[config.mk]
export PLATFORM = sky130hd
export DESIGN_NAME = alu_seq32
export DESIGN_NICKNAME = d
export VERILOG_FILES = /design/src/rtl/alu_pkg.sv /design/src/rtl/alu16.sv /design/src/rtl/alu_seq32.sv
export SDC_FILE = /design/constraint.sdc
export NUM_CORES = 1
export LEC_CHECK = 0
export CORE_ASPECT_RATIO = 0.6
export CORE_UTILIZATION = 30
export DETAILED_ROUTE_END_ITERATION = 8
export PLACE_DENSITY = 0.52
export SKIP_LAST_GASP = 1
export SYNTH_ARGS = -nofsm -noshare
export SYNTH_HDL_FRONTEND = slang
export SYNTH_SLANG_ARGS = --single-unit
[constraint.sdc]
create_clock -name clk -period 6.3 [get_ports clk]
set_input_delay 0.945 -clock clk [delete_from_list [all_inputs] [get_ports clk]]
set_output_delay 0.945 -clock clk [all_outputs]
set_load 0.005 [all_outputs]
[src/rtl/alu_pkg.sv]
// Shared types for the alu16 execute path: op encodings, flag layout and sequencer states.
package alu_pkg;

  localparam int DATA_W = 16;

  typedef enum logic [2:0] {
    OP_PASS_B = 3'b000,
    OP_ADD    = 3'b010,
    OP_SUB    = 3'b011,
    OP_AND    = 3'b100,
    OP_OR     = 3'b101,
    OP_XOR    = 3'b110
  } alu_op_e;

  typedef struct packed {
    logic n;
    logic z;
    logic c;
    logic v;
  } alu_flags_t;

  typedef enum logic [1:0] {
    IDLE = 2'd0,
    LO   = 2'd1,
    HI   = 2'd2,
    HOLD = 2'd3
  } alu_seq_state_e;

  // 001 and 111 have no alu16 meaning
  function automatic logic isIllegal(input logic [2:0] op);
    return (op == 3'b001) || (op == 3'b111);
  endfunction

  function automatic logic isArith(input logic [2:0] op);
    return (op == OP_ADD) || (op == OP_SUB);
  endfunction

endpackage

[src/rtl/alu16.sv]
// 16-bit combinational ALU slice; exposes carry into and out of the MSB so callers can chain and flag.
module alu16
  import alu_pkg::*;
(
  input  logic [DATA_W-1:0] a,
  input  logic [DATA_W-1:0] b,
  input  logic [2:0]        ctrl,
  input  logic              cIn,
  output logic [DATA_W-1:0] y,
  output logic              cOut,
  output logic              cInMSB
);

  logic [DATA_W-1:0] bOp;
  logic [DATA_W-1:0] lowSum;
  logic [1:0]        msbSum;

  // SUB is A + ~B + cIn; the caller supplies cIn=1 on the first pass
  assign bOp    = (ctrl == OP_SUB) ? ~b : b;
  assign lowSum = {1'b0, a[DATA_W-2:0]} + {1'b0, bOp[DATA_W-2:0]} + {{(DATA_W-1){1'b0}}, cIn};
  assign msbSum = {1'b0, a[DATA_W-1]} + {1'b0, bOp[DATA_W-1]} + {1'b0, lowSum[DATA_W-1]};

  always_comb begin
    y      = '0;
    cOut   = 1'b0;
    cInMSB = 1'b0;
    case (ctrl)
      OP_PASS_B: y = b;
      OP_ADD, OP_SUB: begin
        y      = {msbSum[0], lowSum[DATA_W-2:0]};
        cOut   = msbSum[1];
        cInMSB = lowSum[DATA_W-1];
      end
      OP_AND:  y = a & b;
      OP_OR:   y = a | b;
      OP_XOR:  y = a ^ b;
      default: y = '0;
    endcase
  end

endmodule

[src/rtl/alu_seq32.sv]
// Execute-stage sequencer: runs one alu16 for one (narrow) or two (wide, carry-chained) passes
// and holds the result with N/Z/C/V flags until writeback accepts it.
module alu_seq32
  import alu_pkg::*;
#(
  parameter int TAG_W = 4
) (
  input  logic             clk,
  input  logic             reset_n,
  input  logic             in_valid,
  output logic             in_ready,
  input  logic [2:0]       in_op,
  input  logic             in_wide,
  input  logic [31:0]      in_a,
  input  logic [31:0]      in_b,
  input  logic [TAG_W-1:0] in_tag,
  output logic             out_valid,
  input  logic             out_ready,
  output logic [31:0]      out_result,
  output logic [3:0]       out_flags,
  output logic             out_err,
  output logic [TAG_W-1:0] out_tag
);

  alu_seq_state_e state, nextState;

  logic [2:0]        op_p0;
  logic              wide_p0;
  logic [31:0]       a_p0;
  logic [31:0]       b_p0;
  logic [TAG_W-1:0]  tag_p0;

  logic [DATA_W-1:0] loRes_p1;
  logic              loCout_p1;

  logic [DATA_W-1:0] aluA, aluB, aluY;
  logic              aluCin, aluCout, aluCinMsb;
  logic              illegal, arith;

  alu_flags_t        outFlags;

  function automatic alu_flags_t calcFlags(input logic [31:0] res, input logic wide,
                                           input logic arithOp, input logic cOut,
                                           input logic cInMsb);
    alu_flags_t f;
    f.n = wide ? res[31] : res[15];
    f.z = wide ? (res == 32'd0) : (res[15:0] == 16'd0);
    f.c = arithOp & cOut;
    f.v = arithOp & (cOut ^ cInMsb);
    return f;
  endfunction

  assign illegal   = isIllegal(op_p0);
  assign arith     = isArith(op_p0);
  assign in_ready  = (state == IDLE);
  assign out_valid = (state == HOLD);
  assign out_flags = outFlags;

  // The single alu16 is shared: low halves in LO, high halves in HI
  assign aluA   = (state == HI) ? a_p0[31:16] : a_p0[15:0];
  assign aluB   = (state == HI) ? b_p0[31:16] : b_p0[15:0];
  assign aluCin = (state == HI) ? (arith & loCout_p1) : op_p0[0];

  alu16 uAlu (
    .a      (aluA),
    .b      (aluB),
    .ctrl   (op_p0),
    .cIn    (aluCin),
    .y      (aluY),
    .cOut   (aluCout),
    .cInMSB (aluCinMsb)
  );

  always_ff @(posedge clk or negedge reset_n) begin
    if (!reset_n) state <= IDLE;
    else          state <= nextState;
  end

  always_comb begin
    nextState = state;
    case (state)
      IDLE:    if (in_valid) nextState = LO;
      LO:      nextState = (wide_p0 && !illegal) ? HI : HOLD;
      HI:      nextState = HOLD;
      HOLD:    if (out_ready) nextState = IDLE;
      default: nextState = IDLE;
    endcase
  end

  // p0: operand capture on accept
  always_ff @(posedge clk) begin
    if (in_valid && in_ready) begin
      op_p0   <= in_op;
      wide_p0 <= in_wide;
      a_p0    <= in_a;
      b_p0    <= in_b;
      tag_p0  <= in_tag;
    end
  end

  // p1: low-half result and carry for the high pass
  always_ff @(posedge clk) begin
    if (state == LO) begin
      loRes_p1  <= aluY;
      loCout_p1 <= aluCout;
    end
  end

  // p2: result/flags registered on entry to HOLD
  always_ff @(posedge clk or negedge reset_n) begin
    if (!reset_n) begin
      out_result <= '0;
      outFlags   <= '0;
      out_err    <= 1'b0;
      out_tag    <= '0;
    end else if (state == LO && nextState == HOLD) begin
      out_tag <= tag_p0;
      out_err <= illegal;
      if (illegal) begin
        out_result <= '0;
        outFlags   <= '0;
      end else begin
        out_result <= {16'd0, aluY};
        outFlags   <= calcFlags({16'd0, aluY}, 1'b0, arith, aluCout, aluCinMsb);
      end
    end else if (state == HI) begin
      out_tag    <= tag_p0;
      out_err    <= 1'b0;
      out_result <= {aluY, loRes_p1};
      outFlags   <= calcFlags({aluY, loRes_p1}, 1'b1, arith, aluCout, aluCinMsb);
    end
  end

endmodule

==> impl_metrics.csv <==
group,metric,value,unit
power,power_frac_comb,0.479,
logic_synthesis,syn_area,7134,um2
sta,setup_tns,0,ns
job,cap_violations,0,
logic_synthesis,syn_inst,657,
clocking,clock_sinks,132,
worst_setup_path,worst_ep_arrival_time,5.58,ns
clocking,cts.reportedPaths.clkPinSlew,0.06,ns
sta,fmax,191.5,MHz
drt,final_antenna_net_count,0,
finish,seqCellArea,3749,um2
global_routing,antenna_found_initial,0,
placement,dp_slack,1.054,ns
drt,drc,0,
logic_synthesis,synth.avg_cell_area,10.86,um2
sta,finalWorstSetupSlack,1.078,ns
floorplanning,ios,119,
global_routing,overflow,0,
worst_setup_path,r2r_start,"state[0]",
sta,drv_slew,0,
worst_setup_path,r2r_slack,1.08,ns
logic_synthesis,synth_nets,782,
floorplanning,start_util,0.3077,
placement,hpwl,13890,um
logic_synthesis,ys_ff_latch,132,
worst_setup_path,critPathKind,"reg2reg",
logic_synthesis,synth_common_cells,"nand2_1 (111), edfxtp_1 (89), inv_1 (50)",
worst_setup_path,cp.required,6.66,ns
logic_synthesis,yosysMostFrequentCell,"nand2_1",
global_routing,first_global_vias,5030,
finish,fin_nets,904,
global_routing,grt_start_max_net_pins,73,
clocking,clockBufferDepth,2,
clocking,cts_tree,"yes",
worst_hold_path,hp-start,"tag_p0[2]",
placement,dpl.cell_count,1075,
finish,finalNonFillerCells,1107,
sta,hold_viol,0,
floorplanning,die_y,121.5,um
sta,holdWs,0.4489,ns
clocking,post-cts-setup-buffer-count,0,
floorplanning,core_area,23190,um2
worst_setup_path,cp-start-kind,"register",
logic_synthesis,synth_area_leaders,"edfxtp_1 (37%), dfrtp_1 (15%), ha_1 (8.1%)",
sta,fin_worst_skew,0.006045,ns
sta,rsz0062_at_grt,"no",
drt,drt-total-wl,19110,um
outcome,outcome,"finished, final reports clean",
clocking,h-tree-depth,4,
global_routing,track_usage,0.1627,
worst_setup_path,worstSetupEndpointType,"register",
power,p_sw_frac,0.3906,
sta,period_needed,5.222,ns
logic_synthesis,synthArstFlopShare,0.3258,
drt,num_vias,5175,
clocking,cts-buffers-inserted,17,
logic_synthesis,ys_seq_area_frac,0.5254,
power,p_per_area,477.8,nW/um2
placement,port_buffers,118,
logic_synthesis,yosysUniqueCellTypes,62,
clocking,ctsResizeCount,0,
logic_synthesis,synth_flop_cell,"edfxtp_1",
sta,slew_headroom,0.3210,
power,p_switching,0.001729,W
drt,dr.pass1.iters,5,
logic_synthesis,synth_top_cell_area_share,0.3746,
power,intPower,0.002697,W
worst_setup_path,reg2regPathDepth,20,
finish,syn_to_final_growth,29.85,%
floorplanning,design.die.area,24420,um2
sta,setup_viol,0,
worst_setup_path,cp_max_fo,13,
power,p_leak,3.758,nW
floorplanning,die_w,201.1,um
worst_hold_path,hold_depth,2,
logic_synthesis,yosysWarnings,0,
drt,wire_per_inst,17.27,um
placement,gp_congestion,0.8924,
finish,nFillCells,2249,
global_routing,grt_pass1_wl,29790,um
finish,n_antenna_cell,0,
drt,viasPerCell,4.675,
power,p_seq_frac,0.295,
clocking,insertion_delay,0.43,ns
clocking,cts-root-buf,"clkbuf_16",
worst_hold_path,hold_end,"out_tag[2]",
floorplanning,row_count,43,
finish,drive_gt1_frac,0.08333,
drt,drtIter0Drc,372,
worst_hold_path,min_path_type,"reg2reg",
power,ir_drop,0.0002225,V
clocking,ctsHoldBuffers,0,
finish,multiInputGateArea,3067,um2
sta,worstMarginPinSlew,1.018,ns
worst_setup_path,timing.rr.end,"out_flags[2]",
logic_synthesis,synth_top_area_cell,"edfxtp_1",
logic_synthesis,synth_edf_count,89,
sta,fin_crit_sh,0.8289,
power,clkPwrFrac,0.226,
cell type report:
| cell class | instances | share of cell area |
|---|---|---|
| clock buffer | 17 | 0.04592 |
| clock inverter | 15 | 0.01810 |
| inverter | 50 | 0.02026 |
| multi-input combinational | 447 | 0.3310 |
| sequential | 132 | 0.4046 |
| tap | 315 | 0.04254 |
| timing repair buffer | 131 | 0.1375 |
routing by layer:
metal  vias up  part of all wire  wire, um  global-route usage
met3        11             0.050       958             0.04135
met1      2457              0.58     11010              0.2633
li1       2577                 -         -                   -
met5         -                 0         0                   0
met2       130              0.37      6997              0.2059
met4         0            0.0075       144             0.03721
power groups by stage:
stage / logic [W] / clock network [W] / registers (W)
6_report: 0.00212 / 0.00100 / 0.00130
4_1_cts: 0.00213 / 0.00102 / 0.00131
2_1_floorplan: 0.00140 / 0 / 0.00130
3_3_place_gp: 0.00212 / 0 / 0.00132
3_5_place_dp: 0.00212 / 0 / 0.00132
5_1_grt: 0.00238 / 0.00106 / 0.00133
kinds of logic (layout without fill, tap and decap cells):
| group | after synthesis | in the layout | share of synthesized area |
|---|---|---|---|
| DFF | 132 | 132 | 0.5254 |
| adders and majority gates | 49 | 49 | 0.08909 |
| and+or+nand+nor | 207 | 207 | 0.1333 |
| muxes | 26 | 26 | 0.04542 |
| AOI/OAI and AO/OA | 142 | 142 | 0.1329 |
| buffers and inverters | 78 | 213 | 0.04560 |
| xor gates and xnor gates | 23 | 23 | 0.02824 |
critical path, stage by stage (launching register included):
cell      delay, ns
dfrtp_1        0.43
nand2b_2       0.49
buf_4          0.36
mux2i_4        0.29
inv_1          0.09
xnor2_1        0.13
ha_1           0.40
and3_1         0.24
a211oi_1       0.27
a21o_1         0.19
o21ai_1        0.10
a21oi_1        0.27
o21bai_1       0.17
a21o_1         0.22
fa_1           0.45
a21oi_1        0.14
a32o_1         0.22
nand4_1        0.13
nor4_1         0.27
nand4_1        0.12
o21ai_1        0.13
worst max-delay path by stage:
stage,endpoint,startpoint
floorplan,out_flags[2],op_p0[1]
global placement,out_flags[2],state[0]
detailed placement,out_flags[2],state[0]
CTS,out_flags[2],state[0]
global route,out_flags[2],state[0]
finish,out_flags[2],state[0]
registers in the layout (all words and copies together), names as in the netlist, 2 cells and up:
name and flops:
tag_p0 4, loRes_p1 16, b_p0 32, state 2
out_tag 4, out_flags 4, a_p0 32, op_p0 3
out_result 32
stage by stage:
stage / instance area, um2 / total power [W] / util
6_report: 9264 / 0.004426 / 0.3995
5_1_grt: 9264 / 0.004763 / 0.3995
4_1_cts: 9264 / 0.004461 / 0.3995
3_5_place_dp: 8671 / 0.003434 / 0.3739
3_3_place_gp: 8671 / 0.003437 / 0.3739
2_1_floorplan: 7134 / 0.002696 / -
layout by cell type (no fill, tap or decap), types with 6 or more instances in the layout:
master,synthesis,layout
nor2b_1,14,13
buf_4,0,13
mux2i_1,18,18
edfxtp_1,89,89
inv_6,0,7
clkdlybuf4s50_1,0,117
o21a_1,6,6
xnor2_1,20,20
nor2_1,25,25
inv_1,50,50
a21o_1,11,11
nand2_1,111,111
clkbuf_16,0,17
ha_1,46,46
nor3_1,9,9
o22ai_1,7,7
a21oi_1,27,27
o21ai_0,45,45
dfrtp_1,43,43
a211oi_1,6,6
nand3_1,10,10
No activity file was read; power rests on OpenSTA's default activity.
==> patch (same flow settings) <==
Encoding of `alu_seq_state_e`: now one-hot (4 bits for 4 states).
--- a/src/rtl/alu_pkg.sv
+++ b/src/rtl/alu_pkg.sv
@@ -20,9 +20,9 @@
   } alu_flags_t;
 
-  typedef enum logic [1:0] {
-    IDLE = 2'd0,
-    LO   = 2'd1,
-    HI   = 2'd2,
-    HOLD = 2'd3
+  typedef enum logic [3:0] {
+    IDLE = 4'b0001,
+    LO   = 4'b0010,
+    HI   = 4'b0100,
+    HOLD = 4'b1000
   } alu_seq_state_e;
 
Function: same outputs for any inputs over 4 cycles, from zero or initial values and one cycle with reset_n low; so few cycles prove little.
==> patch against the original RTL <==
Largest power group unchanged. Wire length rose by 9.2%. Sequential cell count up 2. Via count increased by 7.1%. Power is 9.0% lower. Sequential share of layout area down 0.59 points. Core utilization down 0.52 points. Die area is 3.3% higher. Worst hold slack got worse by 0.0045 ns. Synthesized area up 3.3%. Worst setup slack worse by 0.14 ns. Combinational power is 22% lower. Design area increased by 2.9%. Critical path depth did not move.
==> patch: results (changes against the original RTL) <==
| Metric | Value |
|---|---|
| Placed instance area | `0.00893 mm2 (was 0.00867 mm2)` |
| DR pass1 iterations | `8 (was 5)` |
| Outcome | `completed (unchanged)` |
| Met3 WL | `1090 um (was 958 um)` |
| Adder-Cell Fraction of Synth Area | `8.62% (was 8.91%)` |
| Area contributors post-synth | `edfxtp_1 (36%), dfrtp_1 (15%), ha_1 (7.8%) (was edfxtp_1 (37%), dfrtp_1 (15%), ha_1 (8.1%))` |
| Via-to-Cell Ratio | `4.74 (was 4.67)` |
| Synth Area in Compound Gates | `13.1% (was 13.3%)` |
| RR Startpoint | `state[1]$_DFF_PN0_ (was state[0]$_DFF_PN0_)` |
| Syn Inst Count | `718 (was 657)` |
| Mux share of post-synthesis cell area | `2.61% (was 4.54%)` |
| Met1 Use GR | `28.5% (was 26.3%)` |
| CP Max Fanout | `44 (was 13)` |
| Via count | `5544 (was 5175)` |
| First-pass GRT wire length | `32200 um (was 29800 um)` |
| Leakage power | `3.91 nW (was 3.76 nW)` |
| Synth Area in XOR/XNOR | `2.38% (was 2.82%)` |
| Vias in the first global route | `5337 (was 5030)` |
| Post-synthesis async set-or-reset flop share | `33.6% (was 32.6%)` |
| RD Place Congestion | `0.889 (was 0.892)` |
| Sw Ratio | `35.6% (was 39.1%)` |
| Max stage delay on crit path | `0.99 ns (was 0.49 ns)` |
| WHS Endpoint | `out_tag[1]$_DFFE_PN0P_ (was out_tag[2]$_DFFE_PN0P_)` |
| Final WS setup | `0.941 ns (was 1.08 ns)` |
| Layout cells sized above 1 | `7.08% (was 8.33%)` |
| Flop pwr share | `34.2% (was 29.5%)` |
| Peak supply drop | `0.261 mV (was 0.222 mV)` |
patch: cell count changes in the layout (fill, tap and decap cells not counted), sizes merged, moves of 5 or more:
cell,delta
a21o,-8
nor3b,+6
nor2,+9
mux2i,-7
nand2b,+5
o21a,-5
nand2,+21
o22ai,+16
clkinv,+5
and2,+6
o21ai,-12
clkbuf,+9
patch: cell type report:
class                      count  area, um2
multi-input combinational    491       3230
clock inverter                 6       62.6
clock buffer                  26        533
sequential                   134       3800
timing repair buffer         133       1290
tap                          322        403
inverter                      58        218
fill                        2357      14600
patch: kinds of logic (layout without fill, tap and decap cells):
family | count (synthesis) | in the layout
simple gates | 259 | 259
compound gates | 144 | 144
flops | 134 | 134
buf+inv | 93 | 223
fa+ha+maj | 49 | 49
xor+xnor | 20 | 20
mux | 19 | 19
patch: tightest hold or removal path, cell delays in order (launching register included):
cell and delay [ns]:
edfxtp_1 0.32, nand2_1 0.04, nand2_1 0.05
